`config.mk`:
```
export PLATFORM = sky130hd
export DESIGN_NAME = rr_arb_4_stage
export DESIGN_NICKNAME = d
export VERILOG_FILES = /design/src/rtl/arb_pkg.sv /design/src/rtl/rr_pick_4.sv /design/src/rtl/rr_arb_4_stage.sv
export SDC_FILE = /design/constraint.sdc
export NUM_CORES = 1
export LEC_CHECK = 0
export CAP_MARGIN = 0
export CORE_MARGIN = 1
export CORE_UTILIZATION = 42
export DETAILED_ROUTE_END_ITERATION = 8
export PLACE_DENSITY_LB_ADDON = 0.12
export SYNTH_ARGS = -nofsm -noshare
export SYNTH_HDL_FRONTEND = slang
export SYNTH_SLANG_ARGS = --single-unit
```
`constraint.sdc`:
```
create_clock -name clk -period 3.38 [get_ports clk]
set_input_delay 0.338 -clock clk [delete_from_list [all_inputs] [get_ports clk]]
set_output_delay 0.338 -clock clk [all_outputs]
set_load 0.005 [all_outputs]
```
`src/rtl/arb_pkg.sv`:
```
// rtl/arb_pkg.sv - shared sizes and types for the 4-source round-robin arbiter
// Purpose: source count, index width and the index/vector types used by the
//          picker and the arbitration stage. No ports.
package arb_pkg;

  localparam int N_SRC = 4;
  localparam int SRC_W = 2;

  typedef logic [SRC_W-1:0] src_idx_t;
  typedef logic [N_SRC-1:0] src_vec_t;

endpackage

```
`src/rtl/rr_pick_4.sv`:
```
// rtl/rr_pick_4.sv - combinational 4-way round-robin picker
// Purpose: choose the first requester at or after ptr (mod 4).
// Ports:
//   req    - request vector, bit i = source i
//   ptr    - highest-priority source index
//   any    - at least one request present
//   idx    - winning source index (0 when no request)
//   onehot - one-hot of the winner (all zero when no request)
module rr_pick_4
  import arb_pkg::*;
(
  input  src_vec_t req,
  input  src_idx_t ptr,
  output logic     any,
  output src_idx_t idx,
  output src_vec_t onehot
);

  logic [2*N_SRC-1:0] req_dbl;
  src_vec_t           req_rot;
  src_vec_t           oh_rot;
  src_idx_t           off;
  logic [2*N_SRC-1:0] oh_dbl;

  // Rotate so that the pointer source lands at bit 0: req_rot[i] = req[(ptr+i)%4].
  assign req_dbl = {req, req};
  assign req_rot = req_dbl[ptr +: N_SRC];

  // Fixed priority on the rotated vector, lowest bit wins.
  always_comb begin
    off    = '0;
    oh_rot = '0;
    if (req_rot[0]) begin
      off    = 2'd0;
      oh_rot = 4'b0001;
    end else if (req_rot[1]) begin
      off    = 2'd1;
      oh_rot = 4'b0010;
    end else if (req_rot[2]) begin
      off    = 2'd2;
      oh_rot = 4'b0100;
    end else if (req_rot[3]) begin
      off    = 2'd3;
      oh_rot = 4'b1000;
    end
  end

  // Rotate the one-hot back; the upper half of the doubled, shifted vector
  // holds the wrapped result.
  assign oh_dbl = {oh_rot, oh_rot} << ptr;
  assign onehot = oh_dbl[2*N_SRC-1:N_SRC];

  assign any = |req;
  assign idx = any ? src_idx_t'(ptr + off) : '0;

endmodule

```
`src/rtl/rr_arb_4_stage.sv`:
```
// rtl/rr_arb_4_stage.sv - registered 4-source round-robin arbitration stage
// Purpose: fairly picks one of four valid/ready sources per cycle and holds
//          the winner in a single output register with full throughput.
// Ports:
//   clk, rst_n            - clock (rising edge), async active-low reset
//   in_valid[3:0]         - per-source valid
//   in_data0..in_data3    - per-source payloads
//   in_ready[3:0]         - per-source accept, at most one bit high
//   out_valid/out_data    - registered winning item
//   out_src               - registered winner index (4:1 mux select)
//   out_ready             - downstream accept
module rr_arb_4_stage
  import arb_pkg::*;
#(
  parameter int WIDTH = 4
) (
  input  logic             clk,
  input  logic             rst_n,
  input  logic [3:0]       in_valid,
  input  logic [WIDTH-1:0] in_data0,
  input  logic [WIDTH-1:0] in_data1,
  input  logic [WIDTH-1:0] in_data2,
  input  logic [WIDTH-1:0] in_data3,
  output logic [3:0]       in_ready,
  output logic             out_valid,
  output logic [WIDTH-1:0] out_data,
  output logic [1:0]       out_src,
  input  logic             out_ready
);

  logic             out_valid_q, out_valid_d;
  logic [WIDTH-1:0] out_data_q,  out_data_d;
  src_idx_t         out_src_q,   out_src_d;
  src_idx_t         ptr_q,       ptr_d;

  logic             any;
  src_idx_t         g;
  src_vec_t         g_onehot;
  logic             can_load;
  logic             load;
  logic [WIDTH-1:0] sel_data;

  rr_pick_4 u_pick (
    .req    (in_valid),
    .ptr    (ptr_q),
    .any    (any),
    .idx    (g),
    .onehot (g_onehot)
  );

  // Loading while the current item drains keeps one transfer per cycle
  // without a skid buffer.
  assign can_load = !out_valid_q || out_ready;
  assign load     = can_load && any;
  assign in_ready = load ? g_onehot : 4'b0000;

  // Payload only reaches the register, never the ready path.
  always_comb begin
    sel_data = in_data0;
    case (g)
      2'd0:    sel_data = in_data0;
      2'd1:    sel_data = in_data1;
      2'd2:    sel_data = in_data2;
      default: sel_data = in_data3;
    endcase
  end

  always_comb begin
    out_valid_d = out_valid_q;
    out_data_d  = out_data_q;
    out_src_d   = out_src_q;
    ptr_d       = ptr_q;
    if (load) begin
      out_valid_d = 1'b1;
      out_data_d  = sel_data;
      out_src_d   = g;
      ptr_d       = src_idx_t'(g + 2'd1);
    end else if (out_valid_q && out_ready) begin
      out_valid_d = 1'b0;
    end
  end

  always_ff @(posedge clk or negedge rst_n) begin
    if (!rst_n) begin
      out_valid_q <= 1'b0;
      out_data_q  <= '0;
      out_src_q   <= '0;
      ptr_q       <= '0;
    end else begin
      out_valid_q <= out_valid_d;
      out_data_q  <= out_data_d;
      out_src_q   <= out_src_d;
      ptr_q       <= ptr_d;
    end
  end

  assign out_valid = out_valid_q;
  assign out_data  = out_data_q;
  assign out_src   = out_src_q;

endmodule

```
# Word-level counts from Yosys, hierarchy flattened
# Index checks and enable logic that the tools add are counted.
[word_totals] reg_bits=9 in_bits=23
[op_classes] reduce_logical=7 eq_ne=2 shifts=2 n_addsub=2 muxes=13
[ops] operator="two-way mux 4 bit" count=5
[ops] operator="one-hot mux 4 bit (3 select lines)" count=1
[ops] operator="two-way mux 2 bit" count=5
[ops] operator="variable part select 8 x 3 -> 4 bit" count=1
[ops] operator="<< shifter 8 x 2 -> 8 bit" count=1
[ops] operator="OR reduction 4 bit" count=1
[ops] operator="adder 2 x 1 -> 2 bit, second input constant" count=1
[ops] operator="adder 2 bit" count=1
[ops] operator="equality test 2 x 1 -> 1 bit, second input constant" count=1
[ops] operator="equality test 2 bit, second input constant" count=1
[ops] operator="logical AND 1 bit" count=2
[ops] operator="zero test 2 bit" count=1
[ops] operator="two-way mux 1 bit" count=2
[ops] operator="nonzero test 2 bit" count=1
[ops] operator="zero test 1 bit" count=1
[ops] operator="logical OR 1 bit" count=1

# Longest topological paths before layout
# Gate-level depths: netlist (run 1).
[logic_depth] depth_word=9 mapped_depth=14 ltp_nobuf=13

# Modules after synthesis
# Synthesis (run 1) repeated with hierarchy kept, for this count alone.
[unflattened] hier_cells=91 hier_area_um2=847.1
[modules_own_cells] module="rr_arb_4_stage" cells_each=43 seq_area_each_um2=225.2 area_each_um2=518.0 instances=1
[modules_own_cells] module="rr_pick_4" cells_each=48 seq_area_each_um2=0.0 area_each_um2=329.1 instances=1

# Worst setup path before layout (run 1)
# OpenSTA, ideal clock, no wires.
[synth_timing] kind="reg2reg" from="register ptr_q[0]" to="register out_data_q[3], in the netlist out_data[3]" stages_incl_launch_ff=15 required_ns=3.253 arrival_ns=2.860 path_buffers=1 setup_ns=0.127 slack_ns=0.393 path_cell_list="dfrtp_1 > clkbuf_1 > nand2b_1 > o221ai_1 > o21ai_0 > o221ai_1 > ha_1 > xnor2_1 > or4_1 > a21o_1 > ha_1 > a222oi_1 > nor2_1 > a21oi_1 > o21ai_0"
[synth_between] elab_chain_cells=9
[synth_lines] item="start, declared" line="rr_arb_4_stage.sv:34" text="src_idx_t ptr_q, ptr_d;"
[synth_lines] item="start signal, assigned" line="rr_arb_4_stage.sv:93" text="ptr_q <= ptr_d;"
[synth_lines] item="variable part select 8 x 3 -> 4 bit" line="rr_pick_4.sv:27" text="assign req_rot = req_dbl[ptr +: N_SRC];"
[synth_lines] item="two-way mux 2 bit" line="rr_pick_4.sv:42" text="end else if (req_rot[3]) begin"
[synth_lines] item="two-way mux 2 bit" line="rr_pick_4.sv:39" text="end else if (req_rot[2]) begin"
[synth_lines] item="two-way mux 2 bit" line="rr_pick_4.sv:36" text="end else if (req_rot[1]) begin"
[synth_lines] item="two-way mux 2 bit" line="rr_pick_4.sv:33" text="if (req_rot[0]) begin"
[synth_lines] item="adder 2 bit *" line="rr_pick_4.sv:54" text="assign idx = any ? src_idx_t'(ptr + off) : '0;"
[synth_lines] item="two-way mux 2 bit *" line="rr_pick_4.sv:54"
[synth_lines] item="equality test 2 bit, or another cell as far along" line="rr_arb_4_stage.sv:60" text="case (g)"
[synth_lines] item="one-hot mux 4 bit (3 select lines) *" line="rr_arb_4_stage.sv:60"
[synth_lines] item="end signal, assigned" line="rr_arb_4_stage.sv:91" text="out_data_q <= out_data_d;"
[synth_lines] item="end, declared" line="rr_arb_4_stage.sv:32" text="logic [WIDTH-1:0] out_data_q, out_data_d;"
# Mark *: on every way between the ends. The rest lies on a longest branch, timed or not.
# A chain may end at the register's enable or synchronous reset.

# Worst setup path in the final report (run 1)
[layout_timing] from="input in_valid[1]" to="register out_data_q[3], in the netlist out_data[3]"
[layout_between] elab_chain_cells=9
[layout_lines] item="start, declared" line="rr_arb_4_stage.sv:19" text="input logic [3:0] in_valid,"
[layout_lines] item="variable part select 8 x 3 -> 4 bit" line="rr_pick_4.sv:27"
[layout_lines] item="two-way mux 2 bit" line="rr_pick_4.sv:42"
[layout_lines] item="two-way mux 2 bit" line="rr_pick_4.sv:39"
[layout_lines] item="two-way mux 2 bit" line="rr_pick_4.sv:36"
[layout_lines] item="two-way mux 2 bit" line="rr_pick_4.sv:33"
[layout_lines] item="adder 2 bit" line="rr_pick_4.sv:54"
[layout_lines] item="two-way mux 2 bit" line="rr_pick_4.sv:54"
[layout_lines] item="equality test 2 bit, or another cell as far along" line="rr_arb_4_stage.sv:60"
[layout_lines] item="one-hot mux 4 bit (3 select lines)" line="rr_arb_4_stage.sv:60"
# Several ways; a longest one is shown, not always the timed one.

==> qor.yml, run 1 <==
worst_setup_path:
  critical_path_class: "in2reg"
  end_kind: "register"
  crit_arrival_ps: 3290
  path_cells: "clkdlybuf4s50_1 > nand3b_1 > o21ai_0 > o21ai_1 > o221ai_1 > ha_1 > xnor2_1 > or4_1 > a21o_1 > ha_1 > a222oi_1 > nor2_1 > a21oi_1 > o21ai_0"
  cp_top_family: "compound AO/OA/AOI/OAI gates"
  cp_slowest_stage_delay_ps: 550
  crit_path_top_delay_cell: "or4_1"
  required_ps: 3510
  critical_path_buf_inv_count: 1
  critPathMaxFanout: 4
  start_kind: "input pin"
floorplan:
  fp.dieH_um: 45.7
  ios: 34
  core-area_um2: 1760
  start_util: 0.454
  fp-row-count: 15
  die_x_um: 45.7
  die-area_um2: 2090
synthesis:
  synth_edf_count: 0
  yosys.area.top_type_share: 0.281
  ys_seq_area_frac: 0.281
  syn_nets: 130
  ys_seq_elements: 9
  avgSynthCellArea_um2: 7.85
  async_flop_share: 1.00
  yosysTopAreaCell: "dfrtp_1"
  yosys-top-cells-area: "dfrtp_1 (28%), ha_1 (7.8%), nand2_1 (6.6%)"
  synth_cell_types: 35
  yosys_most_used_dff: "dfrtp_1"
  syn_inst: 102
  yosysMostFrequentCell: "nand2_1"
  synth_area_um2: 801
  synthTopCellsByCount: "nand2_1 (14), o21ai_0 (10), dfrtp_1 (9), nor2_1 (9), a21oi_1 (7)"
  yosysWarnings: 0
route:
  dr.pass1.iters: 4
  routed_wl_um: 1960
  post-route-drc-count: 0
  via_count: 870
  drt-initial-drc-count: 29
  routed_via_density: 5.21
  ant_nets: 0
  routedWlPerCell_um: 11.7
placed_design:
  dpl.hpwl_um: 1630
  dp.cells: 163
  pre_cts_slack_ps: -118
  io_buffers: 33
  place.gp.congestion: 0.799
sta:
  setup_viol: 0
  slew_viol_final: 0
  worstMarginPinSlew_ps: 604
  fin_skew_ps: 4.61
  slew_headroom: 0.587
  fin_crit_ps: 3160
  rsz0062_at_grt: "false"
  fmax_ghz: 0.316
  period_share: 0.936
  hold_viol_final: 0
  setup_ws_ps: 215
  hold_ws_ps: 364
finish:
  multiInputGateArea_um2: 507
  drive_gt1_frac: 0.134
  instances_no_fill: 167
  area_growth_pct: 52.8
  n_fill_cell: 151
  diodes: 0
  fin_util: 0.694
  regArea_um2: 225
  layout.nets: 171
clock_network:
  clkSinkCount: 9
  cts_buffer_depth: 2
  cts_made_buffers: 3
  post_cts_buffers: 0
  path_clk_slew_ps: 60
  tritoncts: "built"
  cts-htree-levels: 1
  worstSkewPairLatency_ps: 260
  cts-root-buf: "clkbuf_4"
grt:
  grt_max_degree: 12
  gr-total-overflow: 0
  grt_pass1_vias: 773
  grt_usage: 0.206
  antenna_found_initial: 0
  grt_pass1_wl_um: 3170
job:
  maxCapViolCount: 0
power:
  ir_drop_mv: 0.444
  p_leak_nw: 0.526
  power.density_nw_per_um2: 767
hold_path:
  hold_path_class: "in2async"
status:
  status: "finished clean"
-- per-stage QoR --
stage	cell area (um^2)	total power (W)	setup TNS, ps
3_5_place_dp	1190	0.000847	-301
6_report	1220	0.000939	0
4_1_cts	1220	0.000935	0
5_1_grt	1220	0.00103	0
2_1_floorplan	801	0.000623	0
3_3_place_gp	1190	0.000831	-49.1
-- cell type report --
class                           count  share of cell area
Clock buffer                        4              0.0215
Timing Repair Buffer               45               0.346
Inverter                            3             0.00920
Multi-Input combinational cell     81               0.414
Tap cell                           25              0.0256
Sequential cell                     9               0.184
-- report_power, final --
group | internal (W) | leakage, nW | switching [W]
Combinational | 0.000335 | 0.403 | 0.000317
Sequential | 0.000156 | 0.107 | 0.0000493
Clock | 0.0000454 | 0.0150 | 0.0000357
-- cells in the final DEF, fill, tap and decap left out, types with 2 or more instances in the layout --
cell and count:
clkdlybuf4s50_1 32, nand2_1 14, buf_4 12, nor2_1 9, o21ai_0 9, dfrtp_1 9
a21oi_1 7, nand2b_1 5, a222oi_1 4, ha_1 4, inv_1 3, clkbuf_4 3
or3_1 2, nand3b_1 2, o221ai_1 2, o21ai_1 2, o22ai_1 2, and3_1 2
nand3_1 2
-- sequential cells by signal, indices dropped and copies added, names as in the netlist --
name,count
out_src,2
out_valid,1
out_data,4
ptr_q,2
-- cell families after synthesis --
kind of cell | count (synthesis) | share of synthesized area
XOR/XNOR | 1 | 0.0109
buffers and inverters | 12 | 0.0890
AND/OR/NAND/NOR | 43 | 0.275
AO/OA/AOI/OAI | 32 | 0.266
adder cells (fa/ha/maj) | 5 | 0.0781
flip-flops | 9 | 0.281
-- final timing paths --
| path | startpoint | end | slack [ps] | cells after the start |
|---|---|---|---|---|
| max | in_valid[1] | out_data[3] | 220 | 14 |
| min | rst_n | out_src[1] | 360 | 1 |
| max reg2reg | ptr_q[0] | out_data[3] | 280 | 13 |
| min reg2reg | out_src[0] | out_src[0] | 480 | 2 |
| max in group asynchronous | rst_n | out_src[0] | 2740 | 1 |
| min in group clk | out_src[0] | out_src[0] | 480 | 2 |
-- metal layers --
metal / vias up / global-route usage / share of wire
li1: 454 / - / -
met1: 386 / 0.286 / 0.47
met2: 30 / 0.334 / 0.49
met3: 0 / 0.0119 / 0.038
met4: 0 / 0.0727 / 0
met5: - / 0 / 0
-- what timing repair did --
action | in CTS | in global routing
gates resized for setup | 0 | 3
hold buffers | 0 | 0
endpoints found under the setup margin | 0 | 4
No activity file was read; power rests on OpenSTA's default activity.
==> run 2, diff against run 1 <==
ABC_AREA = 1   (was unset)
CORE_UTILIZATION = 43   (was 42)
==> qor.yml, run 2 <==
placed_design:
  pre_cts_slack_ps: 451  # was -118 ps
  place.gp.congestion: 0.779  # was 0.799
  dpl.hpwl_um: 1850  # was 1630 um
  io_buffers: 33  # unchanged
floorplan:
  start_util: 0.480  # was 0.454
  die_x_um: 49.7  # was 45.7 um
  die-area_um2: 2470  # was 2090 um^2
  ios: 34  # unchanged
  fp.dieH_um: 49.7  # was 45.7 um
  fp-row-count: 16  # was 15
  core-area_um2: 2040  # was 1760 um^2
synthesis:
  async_flop_share: 1.00  # unchanged
  syn_inst: 141  # was 102
  synth_cell_types: 22  # was 35
  ys_seq_area_frac: 0.230  # was 0.281
  ys_seq_elements: 9  # unchanged
  synthTopCellsByCount: "nand2_1 (36), nor2_1 (16), nand2_2 (13)"  # was nand2_1 (14), o21ai_0 (10), dfrtp_1 (9), nor2_1 (9), a21oi_1 (7)
  yosys.area.top_type_share: 0.230  # was 0.281
  avgSynthCellArea_um2: 6.95  # was 7.85 um^2
  yosys_most_used_dff: "dfrtp_1"  # unchanged
  yosysMostFrequentCell: "nand2_1"  # unchanged
  yosys-top-cells-area: "dfrtp_1 (23%), nand2_1 (14%), nand2_2 (8.3%)"  # was dfrtp_1 (28%), ha_1 (7.8%), nand2_1 (6.6%)
  syn_nets: 169  # was 130
  yosysWarnings: 0  # unchanged
  synth_edf_count: 0  # unchanged
  yosysTopAreaCell: "dfrtp_1"  # unchanged
  synth_area_um2: 980  # was 801 um^2
sta:
  setup_viol: 0  # unchanged
  rsz0062_at_grt: "false"  # unchanged
  fmax_ghz: 0.367  # was 0.316 GHz
  finalSetupTns_ps: 0  # unchanged
  setup_ws_ps: 656  # was 215 ps
  hold_ws_ps: 369  # was 364 ps
  fin_crit_ps: 2720  # was 3160 ps
  slew_viol_final: 0  # unchanged
  fin_skew_ps: 0.728  # was 4.61 ps
  period_share: 0.806  # was 0.936
  worstMarginPinSlew_ps: 505  # was 604 ps
  hold_viol_final: 0  # unchanged
  slew_headroom: 0.664  # was 0.587
clock_network:
  cts_made_buffers: 3  # unchanged
  cts-htree-levels: 1  # unchanged
  path_clk_slew_ps: 60  # about the same
  post_cts_buffers: 0  # unchanged
  cts_buffer_depth: 2  # unchanged
  cts-root-buf: "clkbuf_4"  # unchanged
  tritoncts: "built"  # unchanged
  cts_hold_buf: 0  # unchanged
  cts_resized: 0  # unchanged
  worstSkewPairLatency_ps: 260  # about the same
  clkSinkCount: 9  # unchanged
finish:
  fin_util: 0.656  # was 0.694
  layout_commonest_cell: "nand2_1"  # was clkdlybuf4s50_1
  diodes: 0  # unchanged
  area_growth_pct: 36.8  # was 52.8%
  final_cell_mix: "nand2_1 (36), clkdlybuf4s50_1 (33), nor2_1 (16), nand2_2 (13), inv_1 (11)"  # was clkdlybuf4s50_1 (32), nand2_1 (14), buf_4 (12)
  layout.nets: 204  # was 171
  n_fill_cell: 196  # was 151
  drive_gt1_frac: 0.211  # was 0.134
  largest_reg_flops: 4  # unchanged
worst_setup_path:
  end_kind: "register"  # unchanged
  crit_arrival_ps: 2910  # was 3290 ps
  required_ps: 3570  # was 3510 ps
  critPathMaxFanout: 10  # was 4
  ff2ff_path_depth: 18  # was 13
  crit_start: "ptr_q[0]"  # was in_valid[1]
  r2r_end: "out_data[3]"  # unchanged
  critical_path_class: "reg2reg"  # was in2reg
  r2r_start: "ptr_q[0]"  # unchanged
  reg2reg_slack_ps: 660  # was 280 ps
  start_kind: "register"  # was input pin
grt:
  antenna_found_initial: 0  # unchanged
  grt_pass1_wl_um: 3770  # was 3170 um
  grt_max_degree: 14  # was 12
  gr-total-overflow: 0  # unchanged
  grt_pass1_vias: 926  # was 773
  grt_usage: 0.197  # was 0.206
route:
  post-route-drc-count: 0  # unchanged
  via_count: 969  # was 870
  dr.pass1.iters: 6  # was 4
  routedWlPerCell_um: 11.0  # was 11.7 um
  routed_wl_um: 2220  # was 1960 um
  routed_via_density: 4.80  # was 5.21
  ant_nets: 0  # unchanged
  drt-initial-drc-count: 14  # was 29
status:
  status: "finished clean"  # unchanged
power:
  power.density_nw_per_um2: 1000  # was 767 nW/um^2
  p_leak_nw: 0.662  # was 0.526 nW
  ir_drop_mv: 0.532  # was 0.444 mV
  p_total_w: 0.00134  # was 0.000939 W
job:
  maxCapViolCount: 0  # unchanged
hold_path:
  hold_path_class: "in2async"  # unchanged
-- run 2: cell types whose count changed after synthesis, sizes merged, moves of 8 or more --
cell   previous run  this run
inv               3        18
nand2            14        55
nand3             2        16
nor2              9        17
o21ai            11         1
-- run 2: final cells by class --
cell class / count / area (um^2) / area share
multi-input cells: 111 / 647 / 0.483
repair buffers: 33 / 330 / 0.246
flip-flops and latches: 9 / 225 / 0.168
well taps: 27 / 33.8 / 0.0252
inverters: 18 / 77.6 / 0.0579
clock buffers: 4 / 26.3 / 0.0196
-- run 2: worst max path at each step --
stage                  end  depth (start not counted)  slack, ps
2_1_floorplan  out_data[0]                         20       1110
3_3_place_gp   out_data[3]                         19        540
3_5_place_dp   out_data[3]                         19        450
4_1_cts        out_data[3]                         18        630
5_1_grt        out_data[2]                         18        360
6_report       out_data[3]                         18        660
-- run 2: power by group --
| part | switching [W] | internal, W |
|---|---|---|
| Clock | 0.0000370 | 0.0000455 |
| Combinational | 0.000592 | 0.000441 |
| Sequential | 0.0000700 | 0.000159 |
| Total | 0.000699 | 0.000645 |
-- run 2: critical path, cell delays in order (launching register included) --
cell and delay [ps]:
dfrtp_1 660, nand2_2 170, nand2_4 120, nand2_2 50, nand2_2 100, inv_2 50
a21oi_1 120, a21oi_1 60, ha_1 190, xnor2_1 200, inv_1 80, nand3_2 90
nand3_2 110, inv_2 80, ha_1 200, nand2_1 70, nand3_1 90, nand2_1 70
a21oi_1 150
-- run 2: kinds of logic (layout without fill, tap and decap cells) --
logic type,count (synthesis),count (layout),share of synthesized area
simple gates,93,93,0.524
buf+inv,21,55,0.110
compound gates,12,12,0.0639
flops,9,9,0.230
fa+ha+maj,5,5,0.0639
xor+xnor,1,1,0.00894
-- run 2: per-stage QoR --
step	area, um^2	std cells
2_1_floorplan	980	141
3_3_place_gp	1310	198
3_5_place_dp	1310	198
4_1_cts	1340	202
5_1_grt	1340	202
6_report	1340	202
-- run 2: metal layers --
metal,track usage,vias to the layer above,share of wire
met3,0.0463,0,0.062
met1,0.243,424,0.47
met4,0.0429,0,0
li1,-,517,-
met5,0,-,0
met2,0.342,28,0.46
